[config.mk]
export PLATFORM = sky130hd
export DESIGN_NAME = fetch_stage
export DESIGN_NICKNAME = d
export VERILOG_FILES = /design/src/rtl/fetch_stage.sv
export SDC_FILE = /design/constraint.sdc
export NUM_CORES = 1
export LEC_CHECK = 0
export CAP_MARGIN = 25
export CORE_MARGIN = 2
export CORE_UTILIZATION = 48
export CTS_BUF_LIST = sky130_fd_sc_hd__clkbuf_4
export DETAILED_ROUTE_END_ITERATION = 7
export HOLD_SLACK_MARGIN = 0.05
export PLACE_DENSITY = 0.93
export SYNTH_ARGS = -nofsm -noshare
export SYNTH_HDL_FRONTEND = slang
export SYNTH_SLANG_ARGS = --single-unit
[constraint.sdc]
create_clock -name clk -period 3.1 [get_ports clk]
set_input_delay 0.31 -clock clk [delete_from_list [all_inputs] [get_ports clk]]
set_output_delay 0.31 -clock clk [all_outputs]
set_load 0.02 [all_outputs]
[src/rtl/fetch_stage.sv]
// Instruction fetch stage: owns the PC, drives the instruction memory address and
// fills the IF/ID register with stall, redirect and out-of-range halt handling.
module fetch_stage #(
   parameter logic [31:0] RESET_PC   = 32'h0000_0000,
   parameter int unsigned IMEM_WORDS = 64,
   parameter logic [31:0] NOP_INSTR  = 32'hE1A0_0000
) (
   input  logic        clk,
   input  logic        reset,
   output logic [31:0] imem_a,
   input  logic [31:0] imem_rd,
   input  logic        stall_d,
   input  logic        redirect_e,
   input  logic [31:0] redirect_target_e,
   output logic [31:0] instr_d,
   output logic [31:0] pc_d,
   output logic [31:0] pc_plus8_d,
   output logic        valid_d,
   output logic        fault_d,
   output logic        halted,
   output logic [31:0] fetch_count
);

   typedef enum logic {
      RUN  = 1'b0,
      HALT = 1'b1
   } state_t;

   state_t      state, state_nxt;
   logic [31:0] pc, pc_nxt;
   logic [31:0] instr_nxt, pcd_nxt, count_nxt;
   logic        valid_nxt, fault_nxt;
   logic        advance, in_range;

   // A bubble in IF/ID never blocks fetch; only a valid, stalled slot does.
   assign advance    = !stall_d || !valid_d;
   assign in_range   = {2'b00, pc[31:2]} < 32'(IMEM_WORDS);
   assign imem_a     = pc;
   assign pc_plus8_d = pc_d + 32'd8;
   assign halted     = (state == HALT);

   // Next-state and IF/ID update; priority redirect > stall > fetch.
   always_comb begin
      state_nxt = state;
      pc_nxt    = pc;
      instr_nxt = instr_d;
      pcd_nxt   = pc_d;
      valid_nxt = valid_d;
      fault_nxt = fault_d;
      count_nxt = fetch_count;
      if (redirect_e) begin
         pc_nxt    = {redirect_target_e[31:2], 2'b00};
         valid_nxt = 1'b0;
         fault_nxt = 1'b0;
         state_nxt = RUN;
      end else if (advance) begin
         case (state)
            RUN: begin
               pcd_nxt   = pc;
               valid_nxt = 1'b1;
               count_nxt = fetch_count + 32'd1;
               if (in_range) begin
                  instr_nxt = imem_rd;
                  fault_nxt = 1'b0;
                  pc_nxt    = pc + 32'd4;
               end else begin
                  instr_nxt = NOP_INSTR;
                  fault_nxt = 1'b1;
                  state_nxt = HALT;
               end
            end
            HALT: begin
               valid_nxt = 1'b0;
               fault_nxt = 1'b0;
            end
            default: state_nxt = RUN;
         endcase
      end
   end

   always_ff @(posedge clk) begin
      if (reset) begin
         state       <= RUN;
         pc          <= RESET_PC;
         instr_d     <= 32'd0;
         pc_d        <= 32'd0;
         valid_d     <= 1'b0;
         fault_d     <= 1'b0;
         fetch_count <= 32'd0;
      end else begin
         state       <= state_nxt;
         pc          <= pc_nxt;
         instr_d     <= instr_nxt;
         pc_d        <= pcd_nxt;
         valid_d     <= valid_nxt;
         fault_d     <= fault_nxt;
         fetch_count <= count_nxt;
      end
   end

endmodule

Word level (Yosys, flattened, before mapping)
Cells that the tools add are included.
- output and inout bits: 163
- logic and storage cells: 33
- bits in registers: 131
- $lt $le $gt $ge: 1
- muxes and demuxes: 9
- reduce and logical (&&, ||, !) cells: 9
- equal/unequal tests: 1
- add/sub/neg operators: 3
- bitwise operators: 2
- operator list (operator ; number):
    two-way mux 32 bit ; 5
    adder 32 x 1 -> 32 bit, second input constant ; 1
    adder 32 x 3 -> 32 bit, second input constant ; 1
    adder 32 x 4 -> 32 bit, second input constant ; 1
    less-than comparator 30 x 7 -> 1 bit, second input constant ; 1
    AND reduction 3 bit ; 3
    one-hot mux 1 bit (2 select lines) ; 2
    nonzero test 2 bit ; 2
    logical NOT 1 bit ; 2
    two-way mux 1 bit ; 2
    != test 2 bit, second input constant ; 1
    NOT 1 bit ; 2
    OR reduction 2 bit ; 1
    logical OR 1 bit ; 1

Depth between registers and ports, before layout
- depth in word-level cells: 5
- depth in mapped cells: 7
- mapped depth without buffers: 5

Worst setup path before layout
Ideal clock, no wire load.
- kind: flip-flop to output port
- start point: register pc_d[7]
- end point: output pc_plus8_d[18]
- stages on the path, launching flop included: 5
- setup slack: 0.684 ns
- buffers on the path: 0
- arrival time: 2.106 ns
- required time: 2.790 ns
- path through: dfxtp_1 nand3_1 nor4b_1 nand4_1 xnor2_1
- longest elaborated chain between the ends: 1
- ends and longest elaborated chain (item ; RTL line ; RTL):
    start: declaration ; 16 ; output logic [31:0] pc_d,
    start signal: assignment ; 94 ; pc_d <= pcd_nxt;
    adder 32 x 4 -> 32 bit ; 39 ; assign pc_plus8_d = pc_d + 32'd8;
    end: declaration ; 17 ; output logic [31:0] pc_plus8_d,
Every way passes these cells.

Final worst setup path
- start point: register pc_d[10]
- end point: output pc_plus8_d[22]
Same word-level chain as after synthesis.

==> flow_summary.yaml <==
setup_path:
  crit_buf_inv: 2
  critPathTopFamily: "buffers and inverters"
  startpoint_type: "flop"
  slowest_delay_ps: 640
  critPathMaxFanout: 8
  cp_data_required_time_ps: 2790
  path_cells: "nand4_1 -> nor4b_2 -> buf_4 -> nand3_1 -> xnor2_1 -> clkdlybuf4s50_1"
  critPathSlowestCell: "clkdlybuf4s50_1"
  path_class: "reg -> out"
  arrival_ps: 2650
  crit_path_end_kind: "output port"
sta:
  fin_ws_ps: 137
  fin_worst_skew_ps: 22.3
  fmax_ghz: 0.338
  post-route-min-period_ps: 2960
  slew_headroom_pct: 51.8
  final.setup.tns_ps: 0
  worst_slew_pin_slew_ps: 723
  hold_viol_final: 0
  hold_slack_ps: 220
  setup_viol: 0
  finalCritPeriodShare_pct: 95.6
  maxSlewViolCount: 0
grt:
  grt_pass1_vias: 5399
  grt_pass1_wl_um: 27100
  grt_antenna_before_repair: 1
  track_usage_pct: 26.1
  grt_start_max_net_pins: 67
  grt-ovfl-total: 0
synthesis:
  postSynthCellCount: 693
  synth-edff-count: 0
  synth_area_um2: 5740
  ys_warn_count: 0
  synth_ff_type: "dfxtp_1"
  post_synth_num_cell_types: 49
  ys_seq_area_share_pct: 44.3
  ys_ff_latch: 127
  async_flop_share_pct: 0
  synth.avg_cell_area_um2: 8.28
place:
  dp_cells: 1017
  place_congestion: 0.830
  dp_hpwl_um: 11700
  io_buffers: 222
  post-place-ws_ps: 383
floorplan:
  initial_core_util_pct: 49.6
  row_count: 39
  die_y_um: 113
  die_area_um2: 12800
  ioPinCount: 231
  core-area_um2: 11600
  chipWidth_um: 113
route:
  vias: 5865
  firstDrtPassIters: 5
  wl_um: 16800
  drt-wirelength-per-cell_um: 16.0
  antenna_left: 0
  viasPerCell: 5.60
  drc: 0
  drt_iter0_markers: 436
run:
  maxCapViolations: 0
cts:
  clkSinkCount: 127
  clk_latency_ps: 520
  postCtsSetupRepairBufs: 0
  clkTransAtPathRegs_ps: 120
  cts-htree-levels: 4
  numCtsBuffers: 17
  cts_tree: "yes"
  ctsLongestPathBuffers: 2
  cts-root-buf: "clkbuf_4"
min_path:
  hold_class: "in -> reg"
cells_and_area:
  final_cells: 1048
  nets: 964
  final_layout_size_suffix_gt1_share_pct: 6.19
  finish.utilization_pct: 72.2
  syn_to_final_growth_pct: 45.4
  antennaDiodeCount: 0
power:
  peakVddDrop_mv: 0.384
  cellLeakagePower_nw: 2.98
  power_density_nw_per_um2: 430
outcome:
  status: "finished clean"
[path summary, 6_finish.rpt]
check	start	to	slack [ps]	depth (start not counted)
setup / recovery	pc_d[10]	pc_plus8_d[22]	140	6
hold / removal	reset	fetch_count[9]	220	2
setup reg to reg	fetch_count[7]	fetch_count[27]	730	5
hold reg to reg	instr_d[15]	instr_d[15]	460	2
[stage by stage]
step	cell area, µm²	power, mW
6_report	8340	3.58
5_1_grt	8340	3.73
4_1_cts	8330	3.61
3_5_place_dp	8000	2.29
3_3_place_gp	8000	2.29
2_1_floorplan	5760	2.04
[synthesized netlist by cell type (4+ instances only)]
cell | instances | area [µm²]
dfxtp_1 | 127 | 2540
nand2_1 | 110 | 413
a21oi_1 | 78 | 390
nor2_1 | 58 | 218
nand4_1 | 43 | 269
clkbuf_1 | 40 | 150
xnor2_1 | 31 | 272
mux2i_1 | 23 | 230
nand3_1 | 22 | 110
or4_1 | 20 | 150
o31ai_1 | 17 | 128
inv_1 | 12 | 45.0
nor3_1 | 9 | 45.0
nor4_1 | 9 | 56.3
and4_1 | 8 | 70.1
a211oi_1 | 7 | 52.6
buf_1 | 7 | 26.3
buf_4 | 7 | 52.6
xor2_1 | 7 | 61.3
and3_1 | 6 | 37.5
and2_1 | 5 | 31.3
nor2b_1 | 5 | 31.3
a311oi_1 | 4 | 35.0
[cell type report]
class,instances,area [µm²]
Inverter,12,45.0
Multi-Input combinational cell,501,2930
Timing Repair Buffer,234,2310
Clock buffer,19,143
Tap cell,143,179
Fill cell,867,3220
Clock inverter,12,193
Sequential cell,127,2540
[where the power goes]
group	total, mW	switching [mW]	internal [mW]
logic	0.520	0.283	0.238
registers	1.74	0.0587	1.68
clock network	1.33	0.596	0.729
[sequential cells by signal (all words and copies together) (netlist names)]
register,cells
fetch_count,32
halted,1
instr_d,32
valid_d,1
imem_a,30
fault_d,1
pc_d,30
[timing repair]
| action | CTS | global route |
|---|---|---|
| hold buffers | 0 | 0 |
| resized for setup | 4 | 8 |
| pin swaps | 0 | 0 |
| setup endpoints to repair | 4 | 8 |
[placed cells by master, fill, tap and decap left out, drive strengths merged, types with 7 or more instances in the layout]
cell | Yosys | layout
clkdlybuf4s50 | 0 | 210
dfxtp | 127 | 127
nand2 | 110 | 110
a21oi | 78 | 78
nor2 | 58 | 58
nand4 | 43 | 43
xnor2 | 31 | 31
mux2i | 23 | 23
nand3 | 22 | 22
or4 | 21 | 21
clkbuf | 40 | 19
o31ai | 17 | 17
buf | 18 | 14
inv | 12 | 12
nor4 | 10 | 10
nor3 | 9 | 9
and4 | 8 | 8
xor2 | 7 | 7
a211oi | 7 | 7
[routing by layer]
| layer | vias up | wire length [µm] | global-route usage [%] |
|---|---|---|---|
| li1 | 2850 | - | - |
| met1 | 2764 | 7150 | 32.6 |
| met2 | 225 | 8190 | 43.1 |
| met3 | 24 | 1180 | 7.34 |
| met4 | 2 | 280 | 9.43 |
| met5 | - | 13 | 0 |
[logic make-up after synthesis]
| logic type | after synthesis | share of synthesized area (%) |
|---|---|---|
| AOI/OAI and AO/OA | 121 | 12.6 |
| xor gates and xnor gates | 38 | 5.80 |
| adders and majority gates | 3 | 0.654 |
| buffers and inverters | 70 | 5.45 |
| DFF | 127 | 44.3 |
| muxes | 25 | 4.40 |
| other | 1 | 0.0653 |
| and+or+nand+nor | 308 | 26.7 |
Note: power is estimated with default switching activity, not from simulation.
